**src/rtl/uart_pkg.sv**
```systemverilog
// Shared UART definitions: clock/oversampling constants, baud divisor table
// and the receive FSM state encoding.
package uart_pkg;

  localparam int unsigned CLK_FREQ   = 50_000_000;
  localparam int unsigned OVERSAMPLE = 16;
  localparam int unsigned DIV_W      = 14;

  typedef enum logic [2:0] {
    ST_IDLE,
    ST_START,
    ST_DATA,
    ST_PARITY,
    ST_STOP
  } rx_state_e;

  function automatic int unsigned baud_rate(input logic [2:0] sel);
    case (sel)
      3'b000:  baud_rate = 300;
      3'b001:  baud_rate = 1200;
      3'b010:  baud_rate = 4800;
      3'b011:  baud_rate = 9600;
      3'b100:  baud_rate = 19200;
      3'b101:  baud_rate = 38400;
      3'b110:  baud_rate = 57600;
      default: baud_rate = 115200;
    endcase
  endfunction

  // Clocks per oversample tick, rounded to nearest. Only ever called with
  // constant arguments so it folds into a lookup table.
  function automatic logic [DIV_W-1:0] baud_divisor(input logic [2:0] sel);
    int unsigned den;
    den          = OVERSAMPLE * baud_rate(sel);
    baud_divisor = DIV_W'((CLK_FREQ + den / 2) / den);
  endfunction

endpackage

```
**src/rtl/baud_controller.sv**
```systemverilog
// 16x oversample tick generator shared by the UART transmitter and receiver.
module baud_controller
  import uart_pkg::*;
(
  input  logic       clk,
  input  logic       rst_n,
  input  logic [2:0] baud_select_i,
  input  logic       clear_i,
  output logic       tick_o
);

  logic [DIV_W-1:0] div_rom [8];
  logic [DIV_W-1:0] limit;
  logic [DIV_W-1:0] cnt_q, cnt_d;

  for (genvar g = 0; g < 8; g++) begin : g_div_rom
    assign div_rom[g] = baud_divisor(3'(g));
  end

  assign limit  = div_rom[baud_select_i] - DIV_W'(1);
  assign tick_o = ~clear_i & (cnt_q == limit);

  always_comb begin
    cnt_d = cnt_q + DIV_W'(1);
    if (clear_i || tick_o) cnt_d = '0;
  end

  // NOTE: state registers use non-blocking assignments so every flop samples
  // pre-edge values regardless of process evaluation order.
  always_ff @(posedge clk or negedge rst_n) begin
    if (!rst_n) cnt_q <= '0;
    else        cnt_q <= cnt_d;
  end

endmodule

```
**src/rtl/uart_receiver.sv**
```systemverilog
// UART receive stage: 8 data bits LSB first, even parity, one stop bit,
// 16x oversampled with mid-bit sampling.
module uart_receiver
  import uart_pkg::*;
(
  input  logic       clk,
  input  logic       reset,
  input  logic       RxD,
  input  logic [2:0] baud_select,
  input  logic       Rx_EN,
  output logic [7:0] Rx_DATA,
  output logic       Rx_VALID,
  output logic       Rx_PERROR,
  output logic       Rx_FERROR
);

  logic       rxd_meta_q, rxd_sync_q, rxd_prev_q;
  rx_state_e  state_q, state_d;
  logic [3:0] tick_cnt_q, tick_cnt_d;
  logic [2:0] bit_cnt_q, bit_cnt_d;
  logic [7:0] shift_q, shift_d;
  logic       parity_q, parity_d;
  logic [2:0] baud_sel_q, baud_sel_d;
  logic [7:0] data_q, data_d;
  logic       valid_q, valid_d;
  logic       perr_q, perr_d;
  logic       ferr_q, ferr_d;

  logic       tick, fall, start_accept, mid_bit, parity_err;

  // The frame's divisor is latched while idle, so a baud change mid-frame
  // only affects the next frame.
  baud_controller u_baud (
    .clk           (clk),
    .rst_n         (reset),
    .baud_select_i (baud_sel_q),
    .clear_i       (~Rx_EN | start_accept),
    .tick_o        (tick)
  );

  assign fall         = rxd_prev_q & ~rxd_sync_q;
  assign start_accept = (state_q == ST_IDLE) & Rx_EN & fall;
  assign mid_bit      = tick & (tick_cnt_q == ((state_q == ST_START) ? 4'd7 : 4'd15));
  assign parity_err   = (^shift_q) ^ parity_q;

  // NOTE: every output of this block gets a default before the case so no
  // path leaves a variable unassigned and infers a latch.
  always_comb begin
    state_d    = state_q;
    tick_cnt_d = tick_cnt_q;
    bit_cnt_d  = bit_cnt_q;
    shift_d    = shift_q;
    parity_d   = parity_q;
    baud_sel_d = baud_sel_q;
    data_d     = data_q;
    valid_d    = 1'b0;
    perr_d     = perr_q;
    ferr_d     = ferr_q;

    if (!Rx_EN) begin
      state_d    = ST_IDLE;
      tick_cnt_d = '0;
      bit_cnt_d  = '0;
    end else begin
      if (tick) tick_cnt_d = mid_bit ? 4'd0 : tick_cnt_q + 4'd1;

      unique case (state_q)
        ST_IDLE: begin
          tick_cnt_d = '0;
          bit_cnt_d  = '0;
          baud_sel_d = baud_select;
          if (start_accept) state_d = ST_START;
        end
        ST_START: begin
          if (mid_bit) begin
            if (rxd_sync_q) begin
              state_d = ST_IDLE;
            end else begin
              state_d = ST_DATA;
              perr_d  = 1'b0;
              ferr_d  = 1'b0;
            end
          end
        end
        ST_DATA: begin
          if (mid_bit) begin
            shift_d   = {rxd_sync_q, shift_q[7:1]};
            bit_cnt_d = bit_cnt_q + 3'd1;
            if (bit_cnt_q == 3'd7) state_d = ST_PARITY;
          end
        end
        ST_PARITY: begin
          if (mid_bit) begin
            parity_d = rxd_sync_q;
            state_d  = ST_STOP;
          end
        end
        ST_STOP: begin
          if (mid_bit) begin
            data_d  = shift_q;
            perr_d  = parity_err;
            ferr_d  = ~rxd_sync_q;
            valid_d = rxd_sync_q & ~parity_err;
            state_d = ST_IDLE;
          end
        end
        default: state_d = ST_IDLE;
      endcase
    end
  end

  always_ff @(posedge clk or negedge reset) begin
    if (!reset) begin
      // Synchronizer resets to the idle line level so release never looks
      // like a start edge.
      rxd_meta_q <= 1'b1;
      rxd_sync_q <= 1'b1;
      rxd_prev_q <= 1'b1;
      state_q    <= ST_IDLE;
      tick_cnt_q <= '0;
      bit_cnt_q  <= '0;
      shift_q    <= '0;
      parity_q   <= 1'b0;
      baud_sel_q <= '0;
      data_q     <= '0;
      valid_q    <= 1'b0;
      perr_q     <= 1'b0;
      ferr_q     <= 1'b0;
    end else begin
      rxd_meta_q <= RxD;
      rxd_sync_q <= rxd_meta_q;
      rxd_prev_q <= rxd_sync_q;
      state_q    <= state_d;
      tick_cnt_q <= tick_cnt_d;
      bit_cnt_q  <= bit_cnt_d;
      shift_q    <= shift_d;
      parity_q   <= parity_d;
      baud_sel_q <= baud_sel_d;
      data_q     <= data_d;
      valid_q    <= valid_d;
      perr_q     <= perr_d;
      ferr_q     <= ferr_d;
    end
  end

  assign Rx_DATA   = data_q;
  assign Rx_VALID  = valid_q;
  assign Rx_PERROR = perr_q;
  assign Rx_FERROR = ferr_q;

endmodule

```
**config.mk**
```make
export PLATFORM = sky130hd
export DESIGN_NAME = uart_receiver
export DESIGN_NICKNAME = d
export VERILOG_FILES = /design/src/rtl/uart_pkg.sv /design/src/rtl/baud_controller.sv /design/src/rtl/uart_receiver.sv
export SDC_FILE = /design/constraint.sdc
export NUM_CORES = 1
export LEC_CHECK = 0
export ABC_AREA = 1
export CAP_MARGIN = 10
export CORE_ASPECT_RATIO = 1.4
export CORE_MARGIN = 2
export CORE_UTILIZATION = 50
export DETAILED_ROUTE_END_ITERATION = 10
export GPL_ROUTABILITY_DRIVEN = 0
export PLACE_DENSITY = 0.69
export SLEW_MARGIN = 20
export SYNTH_ARGS = -nofsm -noshare
export SYNTH_HDL_FRONTEND = slang
export SYNTH_SLANG_ARGS = --single-unit
```
**constraint.sdc**
```tcl
create_clock -name clk -period 3.4 [get_ports clk]
set_input_delay 0.51 -clock clk [delete_from_list [all_inputs] [get_ports clk]]
set_output_delay 0.51 -clock clk [all_outputs]
set_load 0.02 [all_outputs]
```
==> metrics.md, run 1 <==
| Metric | Value |
|---|---|
| Outcome | `completed` |
| GRT Total Usage | `19.9%` |
| Highest fanout seen on the critical path | `12` |
| CTS Sinks | `50` |
| Nets | `478` |
| Synth Area in Simple Gates | `35.8%` |
| Max Clock Freq | `between 0.3 and 0.4 GHz` |
| #FFs+latches synth | `50` |
| Min-delay worst type | `in -> async` |
| Worst Path Required | `3.58 ns` |
| Top Layer Used | `met4` |
| Syn. warnings | `0` |
| Power Density | `637 mW/mm²` |
| CP Buf/Inv Count | `2` |
| M1 WL | `approximately 2800 µm` |
| Fin. Hold Viols | `0` |
| CTS tree | `yes` |
| Final wirelength | `6780 µm` |
| Clock transition at path regs | `0.09 ns` |
| RSZ-0062 raised after global routing | `false` |
| Xor and xnor fraction of the mapped netlist area | `4.25%` |
| Met2 WL | `3690 µm` |
| Residual DRC | `0` |
| Layout cells sized above 1 | `16.3%` |
| Synth top area share | `approximately 36%` |
| Clk Latency, worst-skew pair | `0.30 ns` |
| Total grt overflow | `0` |
| Detailed router's first-iteration violation count | `93` |
| Initial Util | `50.8%` |
| Antenna Nets Post-Route | `0` |
| First-pass DRT Iterations | `4` |
| Syn avg cell area | `7.54 µm²` |
| Clock Skews | `0.0123 ns` |
| CP most frequent cell | `nor2_1` |
| Number of top-level pins | `18` |
| TNS Setup | `0 ns` |
| Post-synthesis cell count | `437` |
| Max_cap viols | `0` |
| Total CTS buffers | `5` |
| Crit end category | `flop` |
| Setup Buffers After CTS | `0` |
| Setup ws final | `0.412 ns` |
| First-pass GRT wire length | `between 10000 and 15000 µm` |
| Cell chain of the critical path | `inv_2 > ha_1 > nor2_2 > nor2_4 > ha_1 > xor2_1 > o21ai_0 > nor2_1 > nand2_1 > nor2_1 > o21ai_1 > nor2_1 > nand2_1 > nor2_1 > inv_2 > nand2_1 > nor3_1` |
| Slowest cell on the critical path | `dfrtp_2` |
| Total die area | `0.00727 mm²` |
| Leak | `1.75 nW` |
| Slew Viols, Final | `0` |
| Most common cell after layout, fill and taps aside | `nand2_1` |
| VDD IR-drop max | `0.372 mV` |
| Largest net degree at the start of global routing | `30` |
| H-tree depth | `2` |
| Met3 wire length | `137 µm` |
| Setup violators final | `0` |
| Via count | `2726` |
| IO buf count | `17` |
| Max-Slew Margin vs Limit | `52.9%` |
| Core footprint | `0.00648 mm²` |
| Crit-path leading delay family | `simple AND/OR/NAND/NOR gates` |
| Wire per inst | `12.7 µm` |
| CP arrival | `3.17 ns` |
| Vias per cell | `slightly above 5` |
| Synth Cell Area | `0.00330 mm²` |
| Clock Tree Buf Depth | `2` |
| Die span in x | `72.6 µm` |
| CTS resizes | `0` |
| Antenna Cells | `0` |
| Post-synth top area cell | `dfrtp_1` |
| Min cycle time layout | `2.99 ns` |
| Die Y | `100 µm` |
| Register area share after synthesis | `38.1%` |
| Via count of the first global-routing pass | `2698` |
| Placement Setup Slack | `0.271 ns` |
| Initial antenna violation count | `0` |
| Syn_nets | `approximately 460` |
| Reg2Reg Setup Slack | `slightly above 0.4 ns` |
| Area grow syn2layout | `9.98%` |
| CP peak stage delay | `around 0.44 ns` |
| Synth top area cells | `dfrtp_1 (36%), nand2_1 (14%), inv_1 (6.2%)` |
| Proportion of synthesized area in mux cells | `0%` |
| Synth Area in Adders | `4.56%` |
| Storage cell area | `0.00126 mm²` |
| Worst Tran Pin Value | `0.704 ns` |
| Crit path kind | `reg -> reg` |
| Compound-Gate Fraction of Synth Area | `8.39%` |
| Hold buffer count at cts | `0` |
| CP Launch Type | `flop` |
| Most frequent cells in the layout | `nand2_1 (122), inv_1 (54), dfrtp_1 (46)` |
| Synth unique cells | `32` |
| Largest family of logic cells by synthesized area | `simple AND/OR/NAND/NOR gates` |
| Tcrit/Tclk final | `around 90%` |
| Multi-input gate area | `0.00176 mm²` |
| Root buffer cell | `clkbuf_8` |
| Site Rows | `35` |
| # fillers | `around 630` |
| Dpl hpwl | `5370 µm` |
[cell usage after synthesis]
cell type / n
nand2_1: 122
nand4_1: 3
dfstp_2: 3
a31oi_2: 1
nand2_2: 14
nor2_4: 3
nor2_8: 1
o21ai_0: 12
xor2_1: 7
nand4_4: 1
a21oi_1: 9
buf_6: 3
buf_4: 2
inv_4: 1
a21oi_2: 2
inv_1: 54
o21ai_2: 15
nor3_2: 1
dfrtp_1: 47
nand3_4: 2
ha_1: 12
nand3_1: 36
nor2_1: 41
inv_2: 10
nor3b_2: 1
nand3b_1: 2
nor2_2: 5
nand2_4: 3
nor3_1: 11
xnor2_1: 9
o21ai_1: 2
nor4_1: 2
[cell families (layout without fill, tap and decap cells)]
| group | count (synthesis) | after routing |
|---|---|---|
| buffers and inverters | 70 | 92 |
| flip-flops | 50 | 50 |
| AND/OR/NAND/NOR | 248 | 249 |
| adder cells (fa/ha/maj) | 12 | 12 |
| AO/OA/AOI/OAI | 41 | 41 |
| XOR/XNOR | 16 | 16 |
[worst reg2reg max path, stage by stage, from the launching register on]
cell     delay (ns)
dfrtp_2        0.44
inv_2          0.10
ha_1           0.23
nor2_2         0.22
nor2_4         0.06
ha_1           0.30
xor2_1         0.16
o21ai_0        0.10
nor2_1         0.15
nand2_1        0.07
nor2_1         0.12
o21ai_1        0.08
nor2_1         0.08
nand2_1        0.05
nor2_1         0.21
inv_2          0.09
nand2_1        0.31
nor3_1         0.09
[registers in the layout, summed over array words and instances (netlist names)]
name          cells
u_baud.cnt_q     14
Rx_DATA           8
shift_q           8
tick_cnt_q        4
baud_sel_q        3
bit_cnt_q         3
state_q           3
Rx_FERROR         1
Rx_PERROR         1
Rx_VALID          1
parity_q          1
rxd_meta_q        1
rxd_prev_q        1
rxd_sync_q        1
[metrics by stage]
step	hold slack [ns]	cell area (µm²)	power, mW	utilization, %	instances
3_3_place_gp	0.345	3520	1.95	54.3	525
3_5_place_dp	0.355	3520	1.97	54.3	525
2_1_floorplan	0.214	3300	1.73	-	437
5_1_grt	0.191	3620	2.51	55.9	534
4_1_cts	0.171	3610	2.31	55.6	533
6_report	0.156	3620	2.31	55.9	534
[metal layers]
layer,vias up,global-route usage (%)
met3,13,2.21
met1,1267,22.5
met5,-,0
met4,0,6.70
li1,1412,-
met2,34,37.9
[power by group]
part           total, mW  switching, mW  internal (mW)
sequential         0.699         0.0624          0.637
combinational       1.27          0.853          0.412
clock              0.343          0.197          0.146
total               2.31           1.11           1.19
[area by class of cell]
type,count,share of cell area (%)
Clock buffer,6,2.00
Sequential cell,50,34.7
Tap cell,74,2.55
Inverter,65,6.80
Multi-Input combinational cell,318,48.6
Timing Repair Buffer,19,4.97
Clock inverter,2,0.380
[worst paths after layout]
| check | start | end | cells past startpoint |
|---|---|---|---|
| worst max-delay path | baud_sel_q[0] | u_baud.cnt_q[9] | 17 |
| worst min-delay path | reset | tick_cnt_q[2] | 1 |
| worst max register to register | baud_sel_q[0] | u_baud.cnt_q[9] | 17 |
| worst min register to register | rxd_meta_q | rxd_sync_q | 0 |
| max in group asynchronous | reset | rxd_meta_q | 2 |
| min in group clk | rxd_meta_q | rxd_sync_q | 0 |
(Power assumes the default switching activity.)
==> run 2: changes to the inputs <==
Settings changed: PLACE_DENSITY 0.69 to 0.71.
Clock period 3.4 ns to 2.5 ns, I/O delays scaled along.
==> run 2 against run 1 <==
The flow now finishes with violations (negative setup slack). Clock power up 73%. Worst setup slack worse by 0.49 ns. Clock skew up 0.0020 ns. Critical path type unchanged.
==> metrics.md, run 2 (synthesis gave the netlist of run 1 again) <==
| Metric | Value |
|---|---|
| Outcome | `complete, but fails checks (was completed)` |
| Failing checks | `negative setup slack` |
| RSZ-0062 raised after global routing | `true (was false)` |
| Power Density | `966 mW/mm² (was 637 mW/mm²)` |
| Antenna Cells | `0 (unchanged)` |
| Final wirelength | `8040 µm (was 6780 µm)` |
| Via count | `3058 (was 2726)` |
| Initial antenna violation count | `0 (unchanged)` |
| Clock transition at path regs | `0.10 ns (was 0.09 ns)` |
| Number of top-level pins | `18 (unchanged)` |
| Root buffer cell | `clkbuf_8 (unchanged)` |
| Register share of total power | `22.3% (was 30.3%)` |
| First-pass GRT wire length | `13800 µm (was 11600 µm)` |
| Final cell utilization of the core | `69.2% (was 55.9%)` |
| Placed instance count | `571 (was 525)` |
| Vias per cell | `5.17 (was 5.10)` |
| Die Y | `100 µm (unchanged)` |
| Non-filler instance count after layout | `591 (was 534)` |
| Leak | `2.09 nW (was 1.75 nW)` |
| Placement Setup Slack | `-0.229 ns (was 0.271 ns)` |
| Fin. Hold Viols | `0 (unchanged)` |
| Reg2reg start | `baud_sel_q[0] (unchanged)` |
| Most common cell after layout, fill and taps aside | `nand2_1 (unchanged)` |
| Dpl hpwl | `5780 µm (was 5370 µm)` |
| Internal | `2.41 mW (was 1.19 mW)` |
| Setup ws final | `-0.0737 ns (was 0.412 ns)` |
| Slew Viols, Final | `0 (unchanged)` |
| Antenna Nets Post-Route | `0 (unchanged)` |
| Via count of the first global-routing pass | `3078 (was 2698)` |
| Max_cap viols | `0 (unchanged)` |
| CP Launch Type | `flop (unchanged)` |
| Die span in x | `72.6 µm (unchanged)` |
| CTS tree | `yes (unchanged)` |
| Max-Slew Margin vs Limit | `53.1% (was 52.9%)` |
| # fillers | `502 (was 626)` |
| Largest net degree at the start of global routing | `19 (was 30)` |
| Residual DRC | `0 (unchanged)` |
| Area grow syn2layout | `36.0% (was 9.98%)` |
| Storage cell area | `0.00126 mm² (about the same)` |
| Most frequent cells in the layout | `nand2_1 (102), inv_1 (54), buf_4 (48) (was nand2_1 (122), inv_1 (54), dfrtp_1 (46))` |
| Clock power share | `13.7% (was 14.9%)` |
| GRT Total Usage | `23.9% (was 19.9%)` |
| Tcrit/Tclk final | `103% (was 87.9%)` |
| TNS Setup | `-0.771 ns (was 0 ns)` |
| Hold_sp | `rxd_meta_q` |
| First-pass DRT Iterations | `4 (unchanged)` |
| Total die area | `0.00727 mm² (unchanged)` |
| Multi-input gate area | `0.00213 mm² (was 0.00176 mm²)` |
| Wire per inst | `13.6 µm (was 12.7 µm)` |
| Total CTS buffers | `5 (unchanged)` |
| Site Rows | `35 (unchanged)` |
| Clock Skews | `0.0143 ns (was 0.0123 ns)` |
| NetSw | `1.92 mW (was 1.11 mW)` |
| Setup violators final | `34 (was 0)` |
| Layout cells sized above 1 | `36.6% (was 16.3%)` |
| CTS Sinks | `50 (unchanged)` |
| VDD IR-drop max | `0.539 mV (was 0.372 mV)` |
| Crit path from | `baud_sel_q[0] (unchanged)` |
| CP arrival | `2.78 ns (was 3.17 ns)` |
| Max Clock Freq | `0.389 GHz (was 0.335 GHz)` |
| Net Sw Frac | `44.3% (was 48.2%)` |
| IO buf count | `17 (unchanged)` |
| Min-delay worst type | `reg -> reg (was in -> async)` |
| Worst Tran Pin Value | `0.701 ns (was 0.704 ns)` |
| Clock Tree Buf Depth | `2 (unchanged)` |
| Core footprint | `0.00648 mm² (unchanged)` |
| Gate power share | `64.0% (was 54.8%)` |
| Worst Path Required | `2.71 ns (was 3.58 ns)` |
| Initial Util | `50.8% (unchanged)` |
| Crit path kind | `reg -> reg (unchanged)` |
| Clk Latency, worst-skew pair | `0.31 ns (was 0.30 ns)` |
| Detailed router's first-iteration violation count | `107 (was 93)` |
| Crit end category | `flop (unchanged)` |
| Min cycle time layout | `2.57 ns (was 2.99 ns)` |
| H-tree depth | `2 (unchanged)` |
| Highest fanout seen on the critical path | `6 (was 12)` |
| Most flops, register | `u_baud.cnt_q (unchanged)` |
| Nets | `535 (was 478)` |
| Max reg flops | `14 (unchanged)` |
| Total grt overflow | `0 (unchanged)` |
run 2: cell count changes in the layout (fill, tap and decap cells not counted), moves of 4 or more:
cell     change
buf_4       +46
ha_1         -6
nand3_2     +10
buf_6        +5
nand2_1     -20
nor3_1       -6
o21ai_0      -4
nand3_1     -11
nand2_2     +14
nand2_4      +6
nor2_1       -9
nor3_2       +6
nor2_4       +7
run 2: repair_timing:
action	4_1_cts	5_1_grt
hold buffers	1	0
gates cloned	2	2
endpoints found under the hold margin	15	0
setup endpoints to repair	44	44
setup buffers	4	3
pin swaps	18	11
gates resized for setup	49	36
run 2: area by class of cell:
cell class,count,area share (%)
tap,74,2.07
inverter,65,5.61
timing repair buffer,73,14.1
clock inverter,3,1.06
sequential,50,28.1
multi-input combinational,321,47.6
clock buffer,5,1.54
run 2: power groups by stage:
stage | logic, mW | registers, mW | clock network [mW]
after floorplan | 1.43 | 0.949 | 0
after global placement | 2.23 | 0.958 | 0
after detailed placement | 2.28 | 0.962 | 0
after CTS | 2.63 | 0.955 | 0.603
after global routing | 3.05 | 0.976 | 0.628
final | 2.77 | 0.963 | 0.594
run 2: through the flow:
stage	area (µm²)	power, mW	hold WS [ns]
floorplan	3320	2.38	0.0794
global placement	3920	3.19	0.323
detailed placement	3920	3.24	0.324
CTS	4290	4.19	0.371
global route	4480	4.66	0.372
finish	4480	4.33	0.371
run 2: worst max-delay path: stages, from the launching register on:
cell and delay, ns:
dfrtp_2 0.42, inv_4 0.06, ha_4 0.16, nor2_4 0.11
nor2_4 0.05, ha_4 0.25, xor2_1 0.13, o21ai_1 0.07
nor2_1 0.14, nand2_1 0.12, nor2_4 0.11, nand2_2 0.07
nor2_4 0.12, nand4_4 0.12, clkinv_4 0.13, buf_12 0.15
nand2_4 0.06, o21ai_2 0.14, inv_1 0.05
run 2: worst paths after layout:
kind | endpoint | depth (start not counted) | slack (ns)
worst min-delay path | rxd_sync_q | 0 | 0.37
min in group asynchronous | tick_cnt_q[2] | 2 | 0.53
worst max-delay path | parity_q | 18 | -0.07
max in group asynchronous | rxd_prev_q | 3 | 1.40
worst min register to register | rxd_sync_q | 0 | 0.37
worst max register to register | parity_q | 18 | -0.07
run 2: routing by layer:
layer  wire [µm]  vias up  GRT usage [%]
li1            -     1541              -
met1        3130     1459           27.1
met2        4610       40           45.4
met3         146       18           2.21
met4         160        0           8.26
met5           0        -              0
